File: config.mk
export PLATFORM = sky130hd
export DESIGN_NAME = clk_div_prog
export DESIGN_NICKNAME = d
export VERILOG_FILES = /design/src/rtl/clk_div_pkg.sv /design/src/rtl/clk_div_core.sv /design/src/rtl/clk_div_prog.sv
export SDC_FILE = /design/constraint.sdc
export NUM_CORES = 1
export LEC_CHECK = 0
export CAP_MARGIN = 0
export CORE_ASPECT_RATIO = 1.2
export CORE_MARGIN = 1.5
export CORE_UTILIZATION = 25
export DETAILED_ROUTE_END_ITERATION = 7
export GPL_TIMING_DRIVEN = 0
export SLEW_MARGIN = 20
export SYNTH_ARGS = -nofsm -noshare
export SYNTH_HDL_FRONTEND = slang
export SYNTH_SLANG_ARGS = --single-unit
File: constraint.sdc
create_clock -name clk_in -period 3.9 [get_ports clk_in]
set_input_delay 0.78 -clock clk_in [delete_from_list [all_inputs] [get_ports clk_in]]
set_output_delay 0.78 -clock clk_in [all_outputs]
set_load 0.1 [all_outputs]
File: src/rtl/clk_div_pkg.sv
// clk_div_pkg: shared types and helpers for the programmable clock divider.
//   state_t         : divider FSM states (IDLE, RUN, DRAIN)
//   MAX_DIV_DEF     : default largest legal ratio
//   DEFAULT_DIV_DEF : default ratio loaded at reset
//   div_legal()     : ratio legality check, 2 <= value <= max
package clk_div_pkg;

  typedef enum logic [1:0] {
    IDLE  = 2'd0,
    RUN   = 2'd1,
    DRAIN = 2'd2
  } state_t;

  localparam int MAX_DIV_DEF     = 20;
  localparam int DEFAULT_DIV_DEF = 4;

  function automatic logic div_legal(input int value, input int max);
    return (value >= 2) && (value <= max);
  endfunction

endpackage

File: src/rtl/clk_div_core.sv
// clk_div_core: period counter, wrap detect, phase compare and output flops.
// Optional macro CLK_DIV_PROG_ODD_DUTY50_EN adds a negedge stage that stretches
// the high phase of odd ratios by half a clk_in cycle (exact 50% duty).
// Ports:
//   clk_in, rst : clock, synchronous active-high reset
//   active      : FSM currently not IDLE (counter advances)
//   run_nxt     : FSM will be not IDLE after this edge
//   div         : ratio of the period in progress
//   div_nxt     : ratio that applies after this edge (differs only at apply)
//   wrap        : last cycle of the current period
//   clk_out     : divided clock
//   tick        : first cycle of each high phase
module clk_div_core #(
  parameter int DIV_W = 5
) (
  input  logic             clk_in,
  input  logic             rst,
  input  logic             active,
  input  logic             run_nxt,
  input  logic [DIV_W-1:0] div,
  input  logic [DIV_W-1:0] div_nxt,
  output logic             wrap,
  output logic             clk_out,
  output logic             tick
);

  logic [DIV_W-1:0] cnt;
  logic [DIV_W-1:0] cnt_nxt;
  logic             clk_p;

  assign wrap    = active && (cnt == div - DIV_W'(1));
  // IDLE holds the counter at 0, so a start always begins a fresh period.
  assign cnt_nxt = (!active || wrap) ? '0 : cnt + DIV_W'(1);

  // Outputs are computed from the post-edge count so they stay aligned
  // with cnt while still coming straight from flops.
  always_ff @(posedge clk_in) begin
    if (rst) begin
      cnt   <= '0;
      clk_p <= 1'b0;
      tick  <= 1'b0;
    end else begin
      cnt   <= cnt_nxt;
      clk_p <= run_nxt && (cnt_nxt < (div_nxt >> 1));
      tick  <= run_nxt && (cnt_nxt == '0);
    end
  end

`ifdef CLK_DIV_PROG_ODD_DUTY50_EN
  // Holds the high phase half a cycle past clk_p's fall for odd ratios.
  logic clk_n;
  always_ff @(negedge clk_in) begin
    if (rst) clk_n <= 1'b0;
    else     clk_n <= clk_p & div[0];
  end
  assign clk_out = clk_p | clk_n;
`else
  assign clk_out = clk_p;
`endif

endmodule

File: src/rtl/clk_div_prog.sv
// clk_div_prog: runtime-programmable integer clock divider, N in [2, MAX_DIV].
// New ratios arrive over a valid/ready handshake and take effect only at a
// period boundary. Optional macro CLK_DIV_PROG_ODD_DUTY50_EN gives exact 50%
// duty for odd ratios (see clk_div_core).
// Ports:
//   clk_in, rst : clock, synchronous active-high reset
//   en          : run request (level)
//   div_in      : requested ratio; div_valid/div_ready handshake
//   div_err     : one-cycle pulse after an illegal ratio was taken
//   div_active  : ratio in use
//   clk_out     : divided clock; tick marks the first cycle of each high phase
//   running     : FSM not IDLE
module clk_div_prog
  import clk_div_pkg::*;
#(
  parameter  int MAX_DIV     = MAX_DIV_DEF,
  parameter  int DEFAULT_DIV = DEFAULT_DIV_DEF,
  localparam int DIV_W       = $clog2(MAX_DIV + 1)
) (
  input  logic             clk_in,
  input  logic             rst,
  input  logic             en,
  input  logic [DIV_W-1:0] div_in,
  input  logic             div_valid,
  output logic             div_ready,
  output logic             div_err,
  output logic [DIV_W-1:0] div_active,
  output logic             clk_out,
  output logic             tick,
  output logic             running
);

  state_t           state, state_nxt;
  logic             wrap;
  logic             pend_vld;
  logic [DIV_W-1:0] pend;
  logic [DIV_W-1:0] div_nxt;
  logic             xfer;
  logic             legal;
  logic             apply;

  assign div_ready = !pend_vld;
  assign xfer      = div_valid && div_ready;
  assign legal     = div_legal(int'(div_in), MAX_DIV);
  assign running   = (state != IDLE);

  // Pending ratio lands immediately when idle, otherwise on the wrap edge.
  // A ratio taken during the wrap cycle is not yet pending, so it waits
  // for the following wrap.
  assign apply   = pend_vld && ((state == IDLE) || wrap);
  assign div_nxt = apply ? pend : div_active;

  always_ff @(posedge clk_in) begin
    if (rst) state <= IDLE;
    else     state <= state_nxt;
  end

  // Stopping only happens at a wrap, so no phase is ever truncated.
  always_comb begin
    state_nxt = state;
    case (state)
      IDLE:       if (en) state_nxt = RUN;
      RUN, DRAIN: if (en)        state_nxt = RUN;
                  else if (wrap) state_nxt = IDLE;
                  else           state_nxt = DRAIN;
      default:    state_nxt = IDLE;
    endcase
  end

  always_ff @(posedge clk_in) begin
    if (rst) begin
      div_active <= DIV_W'(DEFAULT_DIV);
      pend_vld   <= 1'b0;
      pend       <= '0;
      div_err    <= 1'b0;
    end else begin
      div_active <= div_nxt;
      div_err    <= xfer && !legal;
      // apply needs pend_vld=1 and xfer needs pend_vld=0: never both.
      if (apply) begin
        pend_vld <= 1'b0;
      end else if (xfer && legal) begin
        pend_vld <= 1'b1;
        pend     <= div_in;
      end
    end
  end

  clk_div_core #(
    .DIV_W(DIV_W)
  ) u_core (
    .clk_in  (clk_in),
    .rst     (rst),
    .active  (running),
    .run_nxt (state_nxt != IDLE),
    .div     (div_active),
    .div_nxt (div_nxt),
    .wrap    (wrap),
    .clk_out (clk_out),
    .tick    (tick)
  );

endmodule

# After elaboration in Yosys (flattened, before gate mapping)
# Index checks and enable logic that the tools add are counted.
# op_classes
n_reduce_logical	20
n_eq_ne	3
magnitude_cmp	3
n_mux	6
bitwise	1
add_sub_neg	2
# op_table
op	n
two-way mux 5 bit	2
logical AND 1 bit	8
two-way mux 2 bit	3
adder 5 x 1 -> 5 bit, second input constant	1
equality test 5 bit	1
greater-or-equal comparator 5 x 2 -> 1 bit, second input constant	1
<= comparator 5 bit, second input constant	1
zero test 5 bit	1
< comparator 5 x 4 -> 1 bit	1
subtractor 5 x 1 -> 5 bit, second input constant	1
case mux 2 bit (2 select lines)	1
nonzero test 2 bit	2
OR reduction 2 bit	2
zero test 1 bit	3
equality test 2 x 1 -> 1 bit, second input constant	1
equality test 2 bit, second input constant	1
zero test 2 bit	1
logical OR 1 bit	2
AND reduction 2 bit	1
inverter 1 bit	1
# totals
word_cells	44
out_inout_bits	10
register_bits	21
input_bits	9

# Longest topological paths before layout
# depth
ltp_word	8
ltp_mapped	12
ltp_nobuf	12

# Modules after synthesis
# From an unflattened synthesis, not the netlist that was laid out.
# hier_totals
hier_cells	132
hier_area_um2	1203.7
# modules_own_cells
mod	cells_each	instances	seq_area_each_um2	area_each_um2
clk_div_prog	68	1	280.3	648.1
clk_div_core	64	1	140.1	555.5

# Least setup slack after synthesis
# Ideal clock, no wire load.
# synth_path
kind	reg-to-reg
start	reg div_active[0]
end	reg u_core.clk_p, in the netlist u_core.clk_out
required_time_ns	3.841
stages_incl_launch_ff	12
slack_ns	0.397
setup_time_ns	0.059
synth_period_minus_slack_ns	3.503
arrival_time_ns	3.444
path_buffers	0
path_cell_list	dfxtp_1 -> inv_1 -> ha_1 -> or3_4 -> a311oi_4 -> o21ai_2 -> mux2i_1 -> ha_1 -> a21oi_1 -> nor2b_1 -> a2111oi_2 -> o31a_1
# synth_between
elab_chain_len	8
elab_cells_between_ends	14
cone_classes	1 x add/sub; 1 x order compare; 1 x eq/ne; 5 x mux; 6 x reduce/logical
# synth_rtl
item	line_no	text
start, declared	clk_div_prog.sv:27	output logic [DIV_W-1:0] div_active,
start signal, assigned	clk_div_prog.sv:72	div_active <= DIV_W'(DEFAULT_DIV);
start signal, assigned	clk_div_prog.sv:77	div_active <= div_nxt;
subtractor 5 x 1 -> 5 bit *	clk_div_core.sv:31	assign wrap = active && (cnt == div - DIV_W'(1));
equality test 5 bit *	clk_div_core.sv:31	
logical AND 1 bit *	clk_div_core.sv:31	
logical OR 1 bit or two-way mux 2 bit (tied branches)	clk_div_prog.sv:50, clk_div_prog.sv:64	
logical AND 1 bit or two-way mux 2 bit (tied branches)	clk_div_prog.sv:50, clk_div_prog.sv:63	
two-way mux 5 bit or case mux 2 bit (2 select lines) (tied branches)	clk_div_prog.sv:51, clk_div_prog.sv:61	
< comparator 5 x 4 -> 1 bit or nonzero test 2 bit (tied branches)	clk_div_core.sv:44, clk_div_prog.sv:95	
logical AND 1 bit *	clk_div_core.sv:44	clk_p <= run_nxt && (cnt_nxt < (div_nxt >> 1));
end signal, assigned	clk_div_core.sv:44	
end, declared	clk_div_core.sv:29	logic clk_p;
# Mark *: on every way between the ends. The rest lies on a longest branch, timed or not.
# A chain may end at the register's enable or synchronous reset.

# Final worst setup path
# layout_path
start	reg div_active[1]
end	reg u_core.clk_p, in the netlist u_core.clk_out
# layout_between
elab_chain_len	8
elab_cells_between_ends	14
cone_classes	1 x add/sub; 1 x order compare; 1 x eq/ne; 5 x mux; 6 x reduce/logical
# layout_rtl
item	line_no
subtractor 5 x 1 -> 5 bit	clk_div_core.sv:31
equality test 5 bit	clk_div_core.sv:31
logical AND 1 bit	clk_div_core.sv:31
logical OR 1 bit or two-way mux 2 bit (tied branches)	clk_div_prog.sv:50, clk_div_prog.sv:64
logical AND 1 bit or two-way mux 2 bit (tied branches)	clk_div_prog.sv:50, clk_div_prog.sv:63
two-way mux 5 bit or case mux 2 bit (2 select lines) (tied branches)	clk_div_prog.sv:51, clk_div_prog.sv:61
< comparator 5 x 4 -> 1 bit or nonzero test 2 bit (tied branches)	clk_div_core.sv:44, clk_div_prog.sv:95
logical AND 1 bit *	clk_div_core.sv:44
# Marks and branches as above.

==> out/metrics.cfg <==
[status]
status = completed

[placed_design]
hpwl_um = 1810
dpl-instance-area_um2 = 1390
pre_cts_slack_ns = 0.708
io_buffers = 18
place.gp.congestion = 0.780

[clock_tree]
cts_tree = built
cts_setup_buffers = 0
cts_resized = 0
cts_root_buf = clkbuf_8
cts_hold_buf = 0
clock_latency_ns = 0.27
cts_max_path_buffers = 2
cts.reportedPaths.clkPinSlew_ns = 0.08
htree_num_levels = 1
cts_buffers = 3
clkSinkCount = 21

[finish]
diodes = 0
post-route-util_pct = 33.3
final_net_count = 166
mostFrequentLayoutCells = nor2_1, dfxtp_1, clkdlybuf4s50_1
final_common_cell = nor2_1
multi_input_area_um2 = 673
postLayoutCellArea_um2 = 1430
fillers = 475
layout-drive-gt1-share_pct = 7.38
final-seq-area_um2 = 420
area_growth_pct = 26.0

[worst_hold_path]
hold_end = div_active[0]$_SDFFE_PP0P_
worstHoldPathType = flip-flop to flip-flop
worstHoldStart = pend[0]$_SDFFE_PP0P_
hold_path_depth = 2

[detailed_routing]
avgRoutedWirePerCell_um = 11.4
num_vias = 945
drt_iter0_markers = 7
vias_per_cell = 4.61
ant_nets = 0
drc = 0
first_pass_iters = 4
wl_um = 2330

[grt]
grt_pass1_wl_um = 4170
grt_util_all_layers_pct = 10.7
antenna_found_initial = 0
grt_pass1_vias = 918
gr-total-overflow = 0
grt_max_degree = 12

[sta]
min_period_over_period_pct = 80.7
setup_viol = 0
finalSetupTns_ns = 0
fin_ws_ns = 0.754
slew_viol_final = 0
skew_ns = 0.00742
timing.fmax_mhz = 318
worstMarginPinSlew_ns = 0.967
hold_viol_final = 0
min_period_ns = 3.15
rsz0062_at_grt = no
max_slew_margin_pct = 35.3

[worst_setup_path]
worstPathRequired_ns = 4.11
r2r-end = u_core.clk_out$_SDFF_PP0_
crit_path_frequent_cell = ha_1
crit_path_end_kind = flip-flop
worstSetupPathType = flip-flop to flip-flop
cp_num_buf_inv = 1
crit_family = compound AO/OA/AOI/OAI gates
crit_path_top_delay_cell = a311oi_4
startpoint_type = flip-flop
r2r_cells = 11
path_cells = inv_1 > ha_1 > or3_4 > a311oi_4 > o21ai_2 > mux2i_1 > ha_1 > a21oi_1 > nor2b_1 > a2111oi_2 > o31a_1
reg2reg_slack_ns = 0.75
regToRegStartpoint = div_active[1]$_SDFF_PP0_
cp.arrival_ns = 3.35
crit_fanout = 8
critPathMaxStageDelay_ns = 0.50

[floorplan]
ios = 19
core-area_um2 = 4290
initial_core_util_pct = 26.4
die_area_um2 = 4950
rows = 26
die_x_um = 64.5
die_h_um = 76.8

[logic_synthesis]
synth_edf_count = 0
syn_area_per_cell_um2 = 8.94
synth_fp_nets = 143
synth_flop_cell = dfxtp_1
yosysSeqAreaShare_pct = 37.0
synth_top_cell_by_area = dfxtp_1
syn_inst = 127
netlist_area_um2 = 1130
synth_top_area_share_pct = 37.0
synthTopCellsByArea = dfxtp_1, ha_1, nor2_1, mux2i_1, o21ai_0
ys_async_sr_fraction_pct = 0
synth_warnings = 0
synthDistinctLibCells = 36
ys_ff_latch = 21

[power]
vdd_drop_max_v = 0.000111
p_per_area_nw_per_um2 = 456
finalPower_mw = 0.652
leakage_nw = 0.568

[job]
maxCapViolCount = 0

[flip-flops by register name (all words and copies together), names as in the netlist]
signal and count:
u_core.clk_out 1, u_core.tick 1, state 2, pend 5, div_active 5, pend_vld 1, div_err 1, u_core.cnt 5
[cells in the mapped netlist (all sizes together) (2+ instances only)]
| cell type | instances |
|---|---|
| a2111oi | 2 |
| nand4 | 2 |
| ha | 7 |
| nor2 | 22 |
| nand2b | 3 |
| dfxtp | 21 |
| nor2b | 3 |
| inv | 7 |
| or3 | 2 |
| xnor2 | 4 |
| mux2i | 8 |
| o21ai | 8 |
| nand2 | 6 |
| nor3 | 3 |
| xor2 | 4 |
| nand3 | 5 |
| a21oi | 6 |
[metal layers]
layer  global-route usage, %  routed length (µm)
met1                    12.1                1050
met2                    18.6                1170
met3                    2.05                  57
met4                    5.96                  55
met5                       0                   0
[through the flow]
stage,std cells,hold slack (ns)
after floorplan,127,0.458
after global placement,201,0.476
after detailed placement,201,0.493
after CTS,205,0.508
after global routing,205,0.539
final,205,0.497
[where the power goes]
group	switching, mW	internal (mW)
sequential	0.0179	0.235
clock	0.0732	0.0729
combinational	0.176	0.0769
total	0.267	0.385
[worst max-delay path by stage]
stage               cells after the start                   endpoint  slack, ns                  startpoint
CTS                                    11  u_core.clk_out$_SDFF_PP0_       0.68    div_active[1]$_SDFF_PP0_
global route                           12  u_core.clk_out$_SDFF_PP0_       0.49  div_active[0]$_SDFFE_PP0P_
detailed placement                     11  u_core.clk_out$_SDFF_PP0_       0.71    div_active[1]$_SDFF_PP0_
floorplan                              11  u_core.clk_out$_SDFF_PP0_       0.40  div_active[0]$_SDFFE_PP0P_
global placement                       11  u_core.clk_out$_SDFF_PP0_       0.74    div_active[1]$_SDFF_PP0_
finish                                 11  u_core.clk_out$_SDFF_PP0_       0.75    div_active[1]$_SDFF_PP0_
[cell type report]
cell class / instances / area share (%)
flip-flops and latches: 21 / 29.4
well taps: 56 / 4.90
clock buffers: 4 / 3.15
multi-input cells: 97 / 47.1
repair buffers: 18 / 12.6
inverters: 7 / 1.84
plain buffers: 2 / 1.05
[worst reg2reg max path: cells and delay by family (launching register included)]
kind | cells | cell delay (ns)
buffers and inverters | 1 | 0.07
DFF | 1 | 0.44
muxes | 1 | 0.26
and+or+nand+nor | 2 | 0.47
AOI/OAI and AO/OA | 5 | 1.37
adders and majority gates | 2 | 0.49
[kinds of logic (layout without fill, tap and decap cells)]
| logic type | count (synthesis) | after routing | share of synthesized area [%] |
|---|---|---|---|
| and+or+nand+nor | 53 | 53 | 24.3 |
| AOI/OAI and AO/OA | 21 | 21 | 14.1 |
| DFF | 21 | 21 | 37.0 |
| buffers and inverters | 9 | 31 | 3.64 |
| xor gates and xnor gates | 8 | 8 | 6.17 |
| muxes | 8 | 8 | 7.06 |
| adders and majority gates | 7 | 7 | 7.72 |
(Power assumes the default switching activity.)
